## src/rtl/imem_loader.sv

```systemverilog
// ---------------------------------------------------------------------------
// imem_loader
//   Writer side of the instruction memory. Receives a program as a byte
//   stream, assembles little-endian 32-bit words and writes them to
//   consecutive word addresses starting at 0. The core is held stalled for
//   the whole load so it only ever sees a complete program.
//
// Ports
//   clk           system clock, rising edge
//   reset         synchronous, active-low reset
//   start_i       single-cycle load request (only honoured when idle)
//   len_words_i   program length in words, sampled on an accepted start_i
//   byte_valid_i  byte_data_i carries a program byte
//   byte_data_i   program byte, stream order = increasing byte address
//   byte_ready_o  loader accepts a byte this cycle
//   mem_we_o      instruction memory write strobe
//   mem_addr_o    word address of the write (0 when not writing)
//   mem_wdata_o   instruction word to write (0 when not writing)
//   busy_o        load in progress
//   core_hold_o   core stall request, identical to busy_o
//   done_o        one-cycle pulse after the last word was written
//   err_o         sticky: the last honoured start_i had an illegal length
// ---------------------------------------------------------------------------
module imem_loader #(
    parameter int N_param     = 32,
    parameter int DEPTH_WORDS = 256,
    parameter int ADDR_W      = 8
) (
    input  logic                clk,
    input  logic                reset,
    input  logic                start_i,
    input  logic [ADDR_W:0]     len_words_i,
    input  logic                byte_valid_i,
    input  logic [7:0]          byte_data_i,
    output logic                byte_ready_o,
    output logic                mem_we_o,
    output logic [ADDR_W-1:0]   mem_addr_o,
    output logic [N_param-1:0]  mem_wdata_o,
    output logic                busy_o,
    output logic                core_hold_o,
    output logic                done_o,
    output logic                err_o
);

    localparam int BYTES  = N_param / 8;
    localparam int BIDX_W = $clog2(BYTES);

    localparam logic [ADDR_W:0]   DEPTH_LEN = (ADDR_W + 1)'(DEPTH_WORDS);
    localparam logic [ADDR_W:0]   LEN_ONE   = (ADDR_W + 1)'(1);
    localparam logic [BIDX_W-1:0] LAST_BYTE = BIDX_W'(BYTES - 1);

    typedef enum logic [1:0] {
        IDLE,
        COLLECT,
        WRITE,
        DONE
    } state_t;

    state_t                state_q, state_d;
    logic [ADDR_W:0]       len_q, len_d;
    logic [ADDR_W-1:0]     word_cnt_q, word_cnt_d;
    logic [BIDX_W-1:0]     byte_idx_q, byte_idx_d;
    logic [N_param-1:0]    asm_q, asm_d;
    logic                  err_q, err_d;

    logic                  byte_ready_q, byte_ready_d;
    logic                  mem_we_q, mem_we_d;
    logic [ADDR_W-1:0]     mem_addr_q, mem_addr_d;
    logic [N_param-1:0]    mem_wdata_q, mem_wdata_d;
    logic                  busy_q, busy_d;
    logic                  done_q, done_d;

    logic                  len_ok;
    logic                  byte_accept;
    logic                  last_word;

    assign len_ok      = (len_words_i != '0) && (len_words_i <= DEPTH_LEN);
    assign byte_accept = byte_valid_i & byte_ready_q;
    // word_cnt only ever reaches len-1, so it never wraps past the program.
    assign last_word   = ({1'b0, word_cnt_q} == (len_q - LEN_ONE));

    always_comb begin
        state_d    = state_q;
        len_d      = len_q;
        word_cnt_d = word_cnt_q;
        byte_idx_d = byte_idx_q;
        asm_d      = asm_q;
        err_d      = err_q;

        case (state_q)
            IDLE: begin
                if (start_i) begin
                    if (len_ok) begin
                        err_d      = 1'b0;
                        len_d      = len_words_i;
                        word_cnt_d = '0;
                        byte_idx_d = '0;
                        asm_d      = '0;
                        state_d    = COLLECT;
                    end else begin
                        err_d = 1'b1;
                    end
                end
            end
            COLLECT: begin
                if (byte_accept) begin
                    // Byte k lands in bits [8k+7:8k]: little-endian assembly.
                    asm_d[{byte_idx_q, 3'b000} +: 8] = byte_data_i;
                    byte_idx_d = byte_idx_q + 1'b1;
                    if (byte_idx_q == LAST_BYTE) begin
                        state_d = WRITE;
                    end
                end
            end
            WRITE: begin
                if (last_word) begin
                    state_d = DONE;
                end else begin
                    word_cnt_d = word_cnt_q + 1'b1;
                    byte_idx_d = '0;
                    asm_d      = '0;
                    state_d    = COLLECT;
                end
            end
            DONE: begin
                state_d = IDLE;
            end
            default: begin
                state_d = IDLE;
            end
        endcase
    end

    // Outputs are registered: decode the next state so each registered
    // output lines up with the state it belongs to.
    always_comb begin
        byte_ready_d = (state_d == COLLECT);
        mem_we_d     = (state_d == WRITE);
        mem_addr_d   = mem_we_d ? word_cnt_d : '0;
        mem_wdata_d  = mem_we_d ? asm_d : '0;
        busy_d       = (state_d == COLLECT) || (state_d == WRITE);
        done_d       = (state_d == DONE);
    end

    always_ff @(posedge clk) begin
        if (!reset) begin
            state_q      <= IDLE;
            len_q        <= '0;
            word_cnt_q   <= '0;
            byte_idx_q   <= '0;
            asm_q        <= '0;
            err_q        <= 1'b0;
            byte_ready_q <= 1'b0;
            mem_we_q     <= 1'b0;
            mem_addr_q   <= '0;
            mem_wdata_q  <= '0;
            busy_q       <= 1'b0;
            done_q       <= 1'b0;
        end else begin
            state_q      <= state_d;
            len_q        <= len_d;
            word_cnt_q   <= word_cnt_d;
            byte_idx_q   <= byte_idx_d;
            asm_q        <= asm_d;
            err_q        <= err_d;
            byte_ready_q <= byte_ready_d;
            mem_we_q     <= mem_we_d;
            mem_addr_q   <= mem_addr_d;
            mem_wdata_q  <= mem_wdata_d;
            busy_q       <= busy_d;
            done_q       <= done_d;
        end
    end

    assign byte_ready_o = byte_ready_q;
    assign mem_we_o     = mem_we_q;
    assign mem_addr_o   = mem_addr_q;
    assign mem_wdata_o  = mem_wdata_q;
    assign busy_o       = busy_q;
    assign core_hold_o  = busy_q;
    assign done_o       = done_q;
    assign err_o        = err_q;

endmodule

```

## config.mk

```make
export PLATFORM = sky130hd
export DESIGN_NAME = imem_loader
export DESIGN_NICKNAME = d
export VERILOG_FILES = /design/src/rtl/imem_loader.sv
export SDC_FILE = /design/constraint.sdc
export NUM_CORES = 1
export LEC_CHECK = 0
export BUFFER_PORTS_ARGS = -buffer_cell sky130_fd_sc_hd__buf_2
export CORE_MARGIN = 4
export CORE_UTILIZATION = 62
export CTS_BUF_LIST = sky130_fd_sc_hd__clkbuf_8
export DETAILED_ROUTE_END_ITERATION = 12
export GPL_ROUTABILITY_DRIVEN = 0
export PLACE_DENSITY = 0.87
export SYNTH_ARGS = -nofsm -noshare
export SYNTH_HDL_FRONTEND = slang
export SYNTH_SLANG_ARGS = --single-unit
```

## constraint.sdc

```tcl
create_clock -name clk -period 10.1 [get_ports clk]
set_input_delay 0.505 -clock clk [delete_from_list [all_inputs] [get_ports clk]]
set_output_delay 0.505 -clock clk [all_outputs]
set_load 0.005 [all_outputs]
```

---- After elaboration in Yosys (flattened, before gate mapping) ----
Cells that the tools add are included.
storage, ports and cells
  memories kept ........................... 0
  logic and storage cells ................. 63
  flip-flop bits (word level) ............. 98
  bits in latches ......................... 0
  memory bits (read-only) ................. 0
  RAM bits ................................ 0
  output and inout bits ................... 46
  bits of input ports ..................... 21
cells by class
  bitwise logic cells ..................... 1
  reductions and logical operators ........ 9
  shift-type cells ........................ 2
  div/mod/pow operators ................... 0
  $lt $le $gt $ge ......................... 1
  $add $sub $neg .......................... 4
  muxes and demuxes ....................... 22
  $mul .................................... 0
  eq/ne operators ......................... 12
operator list
  kind                    number
  $mux 32                 4
  $pmux 32 s3             1
  $bwmux 32               1
  $shift 8x7->32 const A  1
  $shiftx 8x7->32         1
  $mux 8                  3
  $mux 2                  9
  $pmux 8 s2              1
  $eq 2x2->1 const B      5
  $eq 8x9->1              1
  $le 9x9->1 const B      1
  $reduce_bool 9->1       1
  $sub 9x1->9 const B     1
  $add 8x1->8 const B     1
  $ne 2x2->1 const B      4
  $pmux 2 s4              1
  $neg 5->7               1
  $pmux 2 s3              1
  $reduce_and 5->1        1
  $eq 2x1->1 const B      2
  $reduce_and 2->1        2
  $reduce_and 3->1        1
  $reduce_bool 3->1       1
  $add 2x1->2 const B     1
  other kinds (5)         5

---- Longest topological paths before layout ----
  depth after elaboration ................. 7
  mapped depth ............................ 14
  gate-level depth less buffers ........... 14

---- Worst setup path before layout ----
OpenSTA, ideal clock, no wires.
  kind .................................... input-to-reg
  start ................................... input port len_words_i[1]
  end ..................................... register mem_wdata_q[24] (netlist: mem_wdata_o[24])
  required time ........................... 9.983 ns
  library setup time ...................... 0.117 ns
  path slack .............................. 6.859 ns
  cell stages on the path ................. 11
  arrival time ............................ 3.124 ns
  path buffers ............................ 0
  cells stage by stage .................... or4_1 o21ai_0 a41oi_1 a21boi_0 ha_1 nand2_1 clkinv_1 nand2_1 a21o_1 nand3_1 a22o_1
between the ends
  cells in the longest elaborated chain, start to end .. 7
  elaborated cells between the ends (all ways) .. 11
  those cells by class .................... order compare (1); eq/ne (1); mux (6); reduce/logical (3)
RTL lines
  item                                                    RTL line  text
  from (decl)                                             32        input logic [ADDR_W:0] len_words_i,
  $le 9x9->1 / $reduce_bool 9->1 (equally long branches)  77        assign len_ok = (len_words_i != '0) && (len_words_i <= DEPTH_LEN);
  $logic_and 1x1->1 *                                     77
  $mux 2 *                                                93        if (len_ok) begin
  $mux 2 *                                                92        if (start_i) begin
  $pmux 2 s4 *                                            90        case (state_q)
  $eq 2x2->1 *                                            138       mem_we_d = (state_d == WRITE);
  net mem_we_d                                            67        logic mem_we_q, mem_we_d;
  $reduce_and 2->1 (no line) *                            --
  to (signal assigned)                                    169       mem_wdata_q <= mem_wdata_d;
  to (decl)                                               69        logic [N_param-1:0] mem_wdata_q, mem_wdata_d;
Mark *: on every way through the listed nets, which the timed path passes. The rest lies on a longest branch.
A chain may end at the register's enable or synchronous reset.

---- Worst setup path after layout ----
  start ................................... register len_q[0]
  end ..................................... register mem_wdata_q[23] (netlist: mem_wdata_o[23])
between the ends
  cells in the longest elaborated chain, start to end .. 6
  elaborated cells between the ends (all ways) .. 8
  those cells by class .................... add/sub (1); eq/ne (2); mux (4); reduce/logical (1)
RTL lines
  item                        RTL line  text
  from (decl)                 60        logic [ADDR_W:0] len_q, len_d;
  from (signal assigned)      161       len_q <= len_d;
  $sub 9x1->9                 80        assign last_word = ({1'b0, word_cnt_q} == (len_q - LEN_ONE));
  $eq 8x9->1                  80
  $mux 2                      116       if (last_word) begin
  $pmux 2 s4                  90
  net state_d[1]              59        state_t state_q, state_d;
  $eq 2x2->1                  138
  net mem_we_d                67
  $reduce_and 2->1 (no line)  --
The timed path passes the listed nets, and every way through them passes these cells.

==> summary.txt <==
DR DRC count = 0
router iterations before antenna repair = 4
HP Class = in2reg
latest clock arrival within the worst-skew pair = 0.37 ns
largest net degree at the start of global routing = 23
final hold slack = 0.3914 ns
Post-Syn Nets = 446
die height = 88.89 microns
Final Worst Setup Slack = 6.226 ns
outcome = complete, no violations
Antenna diodes = 0
CTS root buffer = clkbuf_8
setup_tns = 0 ns
Die W = 88.89 microns
Synth top area share = 48.37%
Fillers = 485
switch share = 25.52%
most common library cells after synthesis = dfxtp_1 (98), a22o_1 (59), nand2_1 (35)
Placement Rows = 29
initial antenna violation count = 0
fin. max-slew vios = 0
Total Wirelength = 9.123 mm
crit path DAT = 4.18 ns
placed cell area = 4410 sq um
P&R area growth vs syn = 13.51%
global-route wire length before repair = 14.70 mm
gr ovfl total = 0
most common cell in the netlist = dfxtp_1
Top FF cell, synth = dfxtp_1
boundary pin count = 67
Pint = 0.5070 mW
Slew headroom = 43.79%
DR iter-0 viols = 166
sequential share of power = 57.7%
Post-synth EDFFs = 0
crit path time final = 3.874 ns
Final Cell Area = 4604 sq um
Comb power frac = 6.9%
fraction of registers with async set/reset = 0%
H-tree lvl count = 3
final hold violation count = 0
synth top area cells = dfxtp_1 (48%), a22o_1 (13%), ha_1 (3.4%)
Ys Warns = 0
Synth Register Bits = 98
Peak VDD IR = 0.1369 mV
vias in the first global route = 3,212
CP Max Fanout = 10
All-Layer GR Usage = 23.97%
TritonCTS clock tree = built
Final HPWL DP = 6.686 mm
die area = 7901 sq um
clock slew at reported path FFs = 0.09 ns
Post-CTS Setup Inserts = 0
core region area = 6350 sq um
slowest CP cell = o211ai_1
CP max stage delay = 0.66 ns
critical path class = reg2reg
Psw = 0.1737 mW
Worst Path Required = 10.41 ns
Final Util = 72.51%
Crit. End Element = register
Num CTS Buffers = 9
vias = 3,434
worst-margin pin slew = 0.8400 ns
Place WS = 6.160 ns
layout cells sized above 1 = 20.71%
RSZ-0062 raised after global routing = false
type of origin of the critical path = register
register area share after synthesis = 48.37%
Max Fclk = 0.2581 GHz
synthesized area = 4056 sq um
clock buffer depth = 2
Final nets = 505
Hold-fix buffers, CTS = 0
Setup Viol. Count Final = 0
cell taking the most area after synthesis = dfxtp_1
family with the most delay on the worst path = compound AO/OA/AOI/OAI gates
Power, Total = 0.6808 mW
Avg Inst Size Synth = 9.798 sq um
per-cell routed wire length = 16.44 microns
post-synthesis cell count = 414
Clock power frac = 35.4%
post-synth cell types = 56
post-CTS resize count = 0
CP Cell Sequence = inv_1, ha_1, o21ba_2, a221oi_1, or2_2, o211ai_4, o21ai_0, ha_1, nand2_1, clkinv_1, nand2_1, o211ai_1, a22o_1
PwrDens = 147.8 nW/um^2
LEAKAGE = 1.998 nW
worst path bufs/invs = 2
placed insts = 539
Max-Cap Viols = 0
DR vias/cell = 6.187
Starting Density = 63.88%
Sink Count = 98
Clock Skews = 0.01529 ns
Routed Antenna Nets = 0
# port buffers = 66
post-route insts no fill = 555
Tcrit/Tclk final = 38.35%
[power by group through the flow]
| stage | clock (mW) | combinational, mW | sequential (mW) |
|---|---|---|---|
| after floorplan | 0 | 0.0326 | 0.401 |
| after global placement | 0 | 0.0446 | 0.402 |
| after detailed placement | 0 | 0.0464 | 0.402 |
| after CTS | 0.245 | 0.0468 | 0.393 |
| after global routing | 0.261 | 0.0514 | 0.394 |
| final | 0.241 | 0.0468 | 0.393 |
[registers in the layout, indices dropped and copies added, names as in the netlist]
| signal | flops |
|---|---|
| word_cnt_q | 8 |
| mem_we_o | 1 |
| asm_q | 32 |
| err_o | 1 |
| len_q | 9 |
| state_q | 2 |
| mem_addr_o | 8 |
| byte_idx_q | 2 |
| done_o | 1 |
| busy_o | 1 |
| mem_wdata_o | 32 |
| byte_ready_o | 1 |
[cells in the final DEF, fill, tap and decap left out, types with 3 or more instances in the layout]
cell and instances:
nor2_1 31, a31oi_1 4, and2_1 9, nand2b_1 5, nor3_1 3, nor2b_1 3
ha_1 11, o311a_1 4, o21ai_0 4, clkbuf_8 10, mux2_2 6, xnor2_1 6
nand3_1 18, o2111ai_1 3, a21oi_1 17, o211ai_1 6, a22o_1 59, a21o_1 4
inv_1 11, buf_2 66, dfxtp_1 98, nor4_1 5, and3_1 13, nand2_1 35
[worst min-delay path, cell delays in order]
cell and delay (ns):
buf_2 0.11, nand2_1 0.05, a21oi_1 0.05
[metal layers]
metal | routed length, microns | track usage, % | part of all wire, % | vias up
li1 | - | - | - | 1649
met1 | 3608 | 26.54 | 40 | 1628
met2 | 4578 | 41.57 | 50 | 127
met3 | 650 | 7.542 | 7.1 | 30
met4 | 286 | 11.40 | 3.1 | 0
met5 | 0 | 0 | 0 | -
[cell type report]
class,count,area [sq um],share of cell area (%)
flip-flops and latches,98,1962,42.61
multi-input cells,286,1977,42.93
well taps,77,96.34,2.092
clock buffers,10,137.6,2.989
repair buffers,66,330.3,7.174
clock inverters,6,56.30,1.223
inverters,12,45.04,0.9783
[logic make-up after synthesis]
| logic type | share of synthesized area [%] |
|---|---|
| flops | 48.37 |
| buf+inv | 2.899 |
| mux | 2.159 |
| fa+ha+maj | 3.393 |
| xor+xnor | 1.727 |
| compound gates | 24.21 |
| simple gates | 17.24 |
[worst paths after layout]
check             slack [ns]           start  cells past startpoint              end
setup / recovery        6.23        len_q[0]                     13  mem_wdata_o[23]
hold / removal          0.39  len_words_i[5]                      3         len_q[5]
setup reg to reg        6.23        len_q[0]                     13  mem_wdata_o[23]
hold reg to reg         0.47       asm_q[17]                      1  mem_wdata_o[17]
Note: power is estimated with default switching activity, not from simulation.
